File: src/rtl/dcache_port_arb_pkg.sv
// pipTypes: shared pipeline types, including the dcache port arbiter FSM state
package pipTypes;

    typedef logic [0:0] arb_state_t;

    localparam arb_state_t ARB_IDLE   = 1'b0;
    localparam arb_state_t ARB_LOCKED = 1'b1;

    function automatic int rr_next(input int idx, input int n);
        return (idx + 1 >= n) ? 0 : idx + 1;
    endfunction

endpackage

File: src/rtl/dcache_port_arb_rr_pick.sv
// rr_pick: round-robin priority picker, first set request at or above ptr (wrapping)
module rr_pick
    import pipTypes::*;
#(
    parameter int N_REQ = 2
) (
    input  logic [N_REQ-1:0]         req,
    input  logic [$clog2(N_REQ)-1:0] ptr,
    output logic                     valid,
    output logic [$clog2(N_REQ)-1:0] idx,
    output logic [N_REQ-1:0]         onehot
);

    localparam int IW = $clog2(N_REQ);

    logic [IW-1:0] j;

    // scan offsets from farthest to nearest so the nearest active requester wins
    always_comb begin
        idx   = '0;
        valid = 1'b0;
        j     = '0;
        for (int k = N_REQ - 1; k >= 0; k--) begin
            j = IW'((int'(ptr) + k) % N_REQ);
            if (req[j]) begin
                idx   = j;
                valid = 1'b1;
            end
        end
    end

    assign onehot = valid ? (N_REQ'(1) << idx) : '0;

endmodule

File: src/rtl/dcache_port_arb.sv
// dcache_port_arb: round-robin arbiter sharing one data-cache port among N_REQ load/store requesters
module dcache_port_arb
    import pipTypes::*;
#(
    parameter int N_REQ = 2,
    parameter int CNT_W = 16
) (
    input  logic                       clock,
    input  logic                       reset_n,
    input  logic [N_REQ-1:0]           req_rd,
    input  logic [N_REQ-1:0]           req_wr,
    input  logic [N_REQ-1:0][31:0]     req_addr,
    input  logic [N_REQ-1:0][31:0]     req_wr_data,
    input  logic [N_REQ-1:0][3:0]      req_wr_be,
    output logic [N_REQ-1:0]           req_waitrequest,
    output logic [31:0]                req_data,
    output logic                       cache_rd,
    output logic                       cache_wr,
    output logic [31:0]                cache_addr,
    output logic [31:0]                cache_wr_data,
    output logic [3:0]                 cache_wr_be,
    input  logic [31:0]                cache_data,
    input  logic                       cache_waitrequest,
    output logic                       grant_valid,
    output logic [$clog2(N_REQ)-1:0]   grant_idx,
    output logic [CNT_W-1:0]           contention_cnt
);

    localparam int IW = $clog2(N_REQ);

    arb_state_t       state_q;
    logic [IW-1:0]    rr_ptr;
    logic [IW-1:0]    owner_q;
    logic [N_REQ-1:0] active;
    logic             win_valid;
    logic [IW-1:0]    win_idx;
    logic [N_REQ-1:0] win_oh;
    logic             locked;
    logic [IW-1:0]    sel;
    logic             gv;
    logic             done;
    logic             contend;
    logic [N_REQ-1:0] grant_oh;

    assign active = req_rd | req_wr;

    rr_pick #(.N_REQ(N_REQ)) u_rr_pick (
        .req    (active),
        .ptr    (rr_ptr),
        .valid  (win_valid),
        .idx    (win_idx),
        .onehot (win_oh)
    );

    // select the driving requester: the locked owner, else the fresh round-robin winner; reset masks everything
    always_comb begin
        locked   = state_q == ARB_LOCKED;
        sel      = locked ? owner_q : win_idx;
        gv       = reset_n & (locked ? active[owner_q] : win_valid);
        grant_oh = !gv ? '0 : locked ? (N_REQ'(1) << owner_q) : win_oh;
        done     = gv & ~cache_waitrequest;
        contend  = |(active & ~grant_oh);
    end

    assign grant_valid     = gv;
    assign grant_idx       = gv ? sel : '0;
    assign cache_rd        = gv & req_rd[sel] & ~req_wr[sel];
    assign cache_wr        = gv & req_wr[sel];
    assign cache_addr      = gv ? req_addr[sel] : '0;
    assign cache_wr_data   = gv ? req_wr_data[sel] : '0;
    assign cache_wr_be     = gv ? req_wr_be[sel] : '0;
    assign req_waitrequest = done ? ~grant_oh : '1;
    assign req_data        = cache_data;

    // lock the port on a stalled grant, release on completion or owner abandon, advance pointer past each completion
    always_ff @(posedge clock or negedge reset_n) begin
        if (!reset_n) begin
            state_q        <= ARB_IDLE;
            rr_ptr         <= '0;
            owner_q        <= '0;
            contention_cnt <= '0;
        end else begin
            state_q <= (gv && cache_waitrequest) ? ARB_LOCKED : ARB_IDLE;
            if (gv && cache_waitrequest) owner_q <= sel;
            if (done) rr_ptr <= IW'(rr_next(int'(sel), N_REQ));
            if (contend && !(&contention_cnt)) contention_cnt <= contention_cnt + CNT_W'(1);
        end
    end

endmodule

File: config.mk
export PLATFORM = sky130hd
export DESIGN_NAME = dcache_port_arb
export DESIGN_NICKNAME = d
export VERILOG_FILES = /design/src/rtl/dcache_port_arb_pkg.sv /design/src/rtl/dcache_port_arb_rr_pick.sv /design/src/rtl/dcache_port_arb.sv
export SDC_FILE = /design/constraint.sdc
export NUM_CORES = 1
export LEC_CHECK = 0
export ABC_AREA = 1
export CELL_PAD_IN_SITES_DETAIL_PLACEMENT = 0
export CELL_PAD_IN_SITES_GLOBAL_PLACEMENT = 2
export CORE_ASPECT_RATIO = 1.2
export CORE_UTILIZATION = 10
export CTS_BUF_LIST = sky130_fd_sc_hd__clkbuf_2
export DETAILED_ROUTE_END_ITERATION = 6
export PLACE_DENSITY = 0.79
export REMOVE_ABC_BUFFERS = 1
export SLEW_MARGIN = 20
export SYNTH_ARGS = -nofsm -noshare
export SYNTH_HDL_FRONTEND = slang
export SYNTH_HIERARCHICAL = 1
export SYNTH_SLANG_ARGS = --single-unit
File: constraint.sdc
create_clock -name clock -period 2.7 [get_ports clock]
set_input_delay 0.81 -clock clock [delete_from_list [all_inputs] [get_ports clock]]
set_output_delay 0.81 -clock clock [all_outputs]
set_load 0.02 [all_outputs]
== Word level (Yosys, flattened, before mapping) ==
Cells that the tools add are included.
Cells by class
  bitwise gates (word level): 10
  multiplexer cells: 32
  shift-type cells: 2
  reductions and logical operators: 5
  add/sub/neg operators: 3
  order comparisons: 5
Operator list (number)
  2-to-1 mux 32 bit: 6
  2-to-1 mux 1 bit: 19
  adder 16 x 1 -> 16 bit, second input constant: 1
  AND reduction 16 bit: 1
  2-to-1 mux 4 bit: 3
  < comparator 1 x 2 -> 1 bit, second input constant: 4
  2-to-1 mux 2 bit: 4
  bitwise AND 1 bit: 5
  << shifter 1 x 1 -> 2 bit, first input constant: 2
  adder 1 x 1 -> 2 bit, second input constant: 1
  bitwise AND 2 bit: 1
  greater-or-equal comparator 2 bit, second input constant: 1
  logical AND 1 bit: 2
  inverter 1 bit: 2
  inverter 2 bit: 1
  bitwise OR 2 bit: 1
  OR reduction 2 bit: 1
  adder 1 bit, second input constant: 1
  zero test 1 bit: 1
Storage, ports and cells
  output and inout port bits: 122
  register bits after elaboration: 19
  logic and storage cells: 61
  input port bits: 175

== Depth between registers and ports, before layout ==
  word-level depth: 13
  gate-level depth with buffers: 13
  depth with buffers taken out: 12

== Cells and area by module ==
The synthesis kept the hierarchy.
Modules (own cells, without submodules)
  dcache_port_arb: area each 2434.8 um^2, cells an instance 436, instances 1
  rr_pick: area each 30.0 um^2, cells an instance 7, instances 1

== Worst setup path after synthesis ==
OpenSTA, ideal clock, no wires.
  path type: input port to output port
  from: in req_wr[1]
  to: out cache_wr_data[15]
  cell stages on the path: 11
  slack: -0.263 ns
  data required time: 1.890 ns
  arrival time: 2.153 ns
  path through: inv_1 nand2_1 inv_1 a21oi_1 nand2_1 nand2_1 clkinv_1 buf_2 buf_1 nand2_1 a21oi_1
Between the ends
  word-level cells in the longest chain between the ends: 9
  elaborated cells on any way between the ends: 17
Ends and longest elaborated chain
  start, declared: line dcache_port_arb.sv:11  | input logic [N_REQ-1:0] req_wr,
  bitwise OR 2 bit *: line dcache_port_arb.sv:45  | assign active = req_rd | req_wr;
  named net active[1]: line dcache_port_arb.sv:34  | logic [N_REQ-1:0] active;
  2-to-1 mux 1 bit (implied by the code) (2 in series): line dcache_port_arb_rr_pick.sv:25  | if (req[j]) begin
  2-to-1 mux 1 bit: line dcache_port_arb_rr_pick.sv:25
  2-to-1 mux 1 bit *: line dcache_port_arb_rr_pick.sv:25
  named net win_idx: line dcache_port_arb.sv:36  | logic [IW-1:0] win_idx;
  2-to-1 mux 1 bit *: line dcache_port_arb.sv:58  | sel = locked ? owner_q : win_idx;
  2-to-1 mux 32 bit (implied by the code) * (2 in series): line dcache_port_arb.sv:70  | assign cache_wr_data = gv ? req_wr_data[sel] : '0;
  2-to-1 mux 32 bit *: line dcache_port_arb.sv:70
  end, declared: line dcache_port_arb.sv:20  | output logic [31:0] cache_wr_data,
The timed path passes the listed nets; every way through them passes the cells marked *. The select of a mux whose other input is x is not followed.

== Final worst setup path ==
  from: in req_rd[0]
  to: out cache_wr_data[21]
Between the ends
  word-level cells in the longest chain between the ends: 9
  elaborated cells on any way between the ends: 17
Ends and longest elaborated chain
  start, declared: line dcache_port_arb.sv:10  | input logic [N_REQ-1:0] req_rd,
  bitwise OR 2 bit *: line dcache_port_arb.sv:45
  named net active[0]: line dcache_port_arb.sv:34
  2-to-1 mux 1 bit (implied by the code) (2 in series): line dcache_port_arb_rr_pick.sv:25
  2-to-1 mux 1 bit: line dcache_port_arb_rr_pick.sv:25
  2-to-1 mux 1 bit *: line dcache_port_arb_rr_pick.sv:25
  named net win_idx: line dcache_port_arb.sv:36
  2-to-1 mux 1 bit *: line dcache_port_arb.sv:58
  2-to-1 mux 32 bit (implied by the code) * (2 in series): line dcache_port_arb.sv:70
  2-to-1 mux 32 bit *: line dcache_port_arb.sv:70
Marks and branches as above.

==> qor.csv <==
stage;metric;value;unit
final_layout;utilization;30.4;%
outcome;status;complete, but fails checks;
detailed_routing;wl_met3;2250;um
cts;h-tree-depth;1;
place;postPlaceCellArea;5130;um2
detailed_routing;wire_per_inst;17.7;um
cts;numCtsBuffers;3;
timing;period_minus_slack;3.01;ns
detailed_routing;vias;4014;
detailed_routing;vias_per_cell;3.89;
min_path;whs_path_depth;2;
yosys;ys_ff_latch;19;
yosys;yosysTopAreaCellShare;31.2;%
detailed_routing;wirelength;18300;um
setup_path;path_buf_inv;8;
global_route;grt_pass1_vias;4276;
yosys;avgSynthCellArea;5.56;um2
place;port_buffers;232;
final_layout;final_area;7300;um2
final_layout;layout.area.seq;475;um2
flow_run;drv_cap;0;
min_path;hp-class;reg -> reg;
cts;clockBufferDepth;2;
yosys;synthTopCellsByArea;nand2_1 (31%), dfrtp_1 (19%), a21oi_1 (14%), buf_4 (9.7%), nand3_1 (5.3%);
min_path;min_to;contention_cnt[15]$_DFFE_PN0P_;
setup_path;critPathTopFamily;buffers and inverters;
floorplan;io_pins;297;
setup_path;r2r_slack;0.67;ns
floorplan;core_area;24000;um2
timing;slew_violations;0;
timing;fin_worst_skew;0.0159;ns
timing;setup_slack;-0.308;ns
detailed_routing;drtAntennaViolNets;0;
setup_path;required;1.89;ns
setup_path;end_kind;output pin;
setup_path;crit_fanout;8;
final_layout;stdcell_count;1033;
floorplan;initial_core_util;10.2;%
detailed_routing;firstDrtPassIters;4;
place;place_inst;965;
global_route;grt_antenna_before_repair;4;
setup_path;worst_setup_path_start_kind;primary input;
yosys;yosysUniqueCellTypes;23;
floorplan;die-area;25300;um2
timing;setup_viol;74;
global_route;grt.total_usage;13.6;%
timing;fmax;0.332;GHz
final_layout;area_growth;196;%
power_and_ir_drop;ir_drop;153;uV
timing;rsz0062_at_grt;yes;
floorplan;die_x;145;um
setup_path;criticalPathCategory;in -> out;
setup_path;crit_top_cell;nand2_4;
cts;clk_latency;0.33;ns
outcome;failed_checks;negative setup slack;
timing;worstMarginPinSlew;0.553;ns
power_and_ir_drop;p_leak;3.16;nW
global_route;gr-total-overflow;0;
setup_path;r2r_end;contention_cnt[9]$_DFFE_PN0P_;
setup_path;path_cells;buf_6 > inv_4 > nand2_4 > a21oi_2 > nand2_2 > nand2_4 > buf_12 > clkinv_16 > buf_12 > buf_16 > buf_6 > nand2_4 > a21oi_2 > buf_4;
yosys;synth_warnings;6;
yosys;yosysTopAreaCell;nand2_1;
setup_path;max_stage_delay;0.16;ns
final_layout;multiInputGateArea;2540;um2
global_route;grt_max_degree;22;
floorplan;die_y;174;um
place;gp_congestion;0.791;
setup_path;crit_arrival;2.20;ns
detailed_routing;topRoutingLayerUsed;met5;
final_layout;final_nets;888;
yosys;seq_area_frac_synth;19.3;%
floorplan;num_rows;62;
detailed_routing;wl_met1;6780;um
cts;cts_tree;built;
detailed_routing;drt_first_iter_violations;65;
setup_path;r2r.worst_path.cells;7;
cts;clk_pin_slew_worst_paths;0.19;ns
min_path;min_from;contention_cnt[15]$_DFFE_PN0P_;
power_and_ir_drop;power.density;440;nW/um2
detailed_routing;drc;0;
place;dp_hpwl;12000;um
cts;clock_sinks;19;
setup_path;crit_path_top_delay_cell;buf_12;
final_layout;fillCellCount;2592;
yosys;synthCells;443;
timing;fin_crit_sh;111;%
final_layout;drive_above_1_share;50.6;%
timing;hold_viol;0;
global_route;grt_first_pass_wirelength;25700;um
timing;slew-limit-headroom;62.8;%
detailed_routing;wl_met2;9000;um
setup_path;r2r_start;contention_cnt[0]$_DFFE_PN0P_;
yosys;netlist_area;2460;um2
cts;cts-root-buf;clkbuf_2;
-- synth_stat cells --
| library cell | instances |
|---|---|
| buf_1 | 2 |
| xor2_1 | 6 |
| buf_6 | 1 |
| nor3b_4 | 1 |
| nand2_1 | 205 |
| clkinv_1 | 1 |
| buf_4 | 32 |
| nor3_1 | 2 |
| nand4_1 | 3 |
| buf_2 | 11 |
| a21oi_1 | 71 |
| o21ai_0 | 6 |
| nor2_1 | 14 |
| nand4_4 | 1 |
| xnor2_1 | 5 |
| clkbuf_1 | 12 |
| inv_1 | 20 |
| dfrtp_1 | 19 |
| nand2_4 | 1 |
| nand2_2 | 2 |
| ha_1 | 1 |
| nand3_1 | 26 |
| nor3b_2 | 1 |
-- worst min-delay path, delay by kind of cell, from the launching register on --
family / cells / cell delay [ns]
and+or+nand+nor: 2 / 0.12
DFF: 1 / 0.43
-- final cells by class --
cell class	count	share of cell area [%]
flip-flops and latches	19	6.51
inverters	21	1.68
diodes	2	0.0685
clock buffers	3	0.206
repair buffers	322	51.2
multi-input cells	345	34.8
well taps	320	5.48
clock inverters	1	0.0685
-- worst max-delay path by stage --
stage | from | end | slack [ns] | depth (start not counted)
after floorplan | req_wr[1] | grant_idx | -2.62 | 8
after global placement | req_rd[1] | cache_wr_data[3] | -1.26 | 13
after CTS | req_wr[1] | cache_addr[28] | -0.38 | 15
final | req_rd[0] | cache_wr_data[21] | -0.31 | 14
after detailed placement | req_wr[0] | cache_wr_data[3] | -1.27 | 12
after global routing | req_rd[0] | cache_addr[26] | -0.41 | 14
-- state kept, by name (all words and copies together), names as in the netlist --
name	count
contention_cnt	16
owner_q	1
locked	1
rr_ptr	1
-- report_power, final --
group          total, W  internal [W]  switching (W)  leakage (nW)
registers      0.000418      0.000340      0.0000784         0.252
clock network  0.000132     0.0000336      0.0000983        0.0164
logic           0.00266       0.00140        0.00126          2.89
total           0.00321       0.00178        0.00144          3.16
-- metrics by stage --
| step | hold slack [ns] | setup slack, ns | power [W] | TNS (ns) |
|---|---|---|---|---|
| CTS | 0.561 | -0.377 | 0.00304 | -20.21 |
| global route | 0.592 | -0.407 | 0.00341 | -22.48 |
| detailed placement | 0.518 | -1.27 | 0.00200 | -79.23 |
| global placement | 0.511 | -1.26 | 0.00200 | -79.48 |
| floorplan | 0.474 | -2.62 | 0.00112 | -171.09 |
| finish | 0.560 | -0.308 | 0.00321 | -16.01 |
-- kinds of logic (layout without fill, tap and decap cells) --
group	Yosys count	in the layout	share of synthesized area, %
flops	19	19	19.3
fa+ha+maj	1	1	0.508
compound gates	77	77	15.6
simple gates	256	256	42.9
xor+xnor	11	11	3.91
other cells	0	2	0
buf+inv	79	347	17.8
-- what timing repair did --
action | CTS | global route
setup endpoints to repair | 74 | 74
gates resized for setup | 592 | 171
cloned | 17 | 5
buffers inserted | 44 | 9
hold buffers | 0 | 0
pin swaps | 44 | 39
-- metal layers --
layer / vias to the layer above / GRT usage [%]
met2: 221 / 23.3
met4: 6 / 2.32
met5: - / 2.12
met1: 1849 / 15.0
met3: 14 / 6.72
li1: 1924 / -
-- placed cells by master (no fill, tap or decap), types with 6 or more instances in the layout --
master and count:
inv_1 13, nor2_1 11, xor2_1 6, nand2_1 105, buf_16 10, a21oi_4 21
nand2_4 51, clkdlybuf4s50_1 153, a21oi_2 47, buf_4 43, buf_12 26, buf_6 81
dfrtp_1 19, nand2_2 50, nand3_1 23
Power figures use the tool's default switching activity.
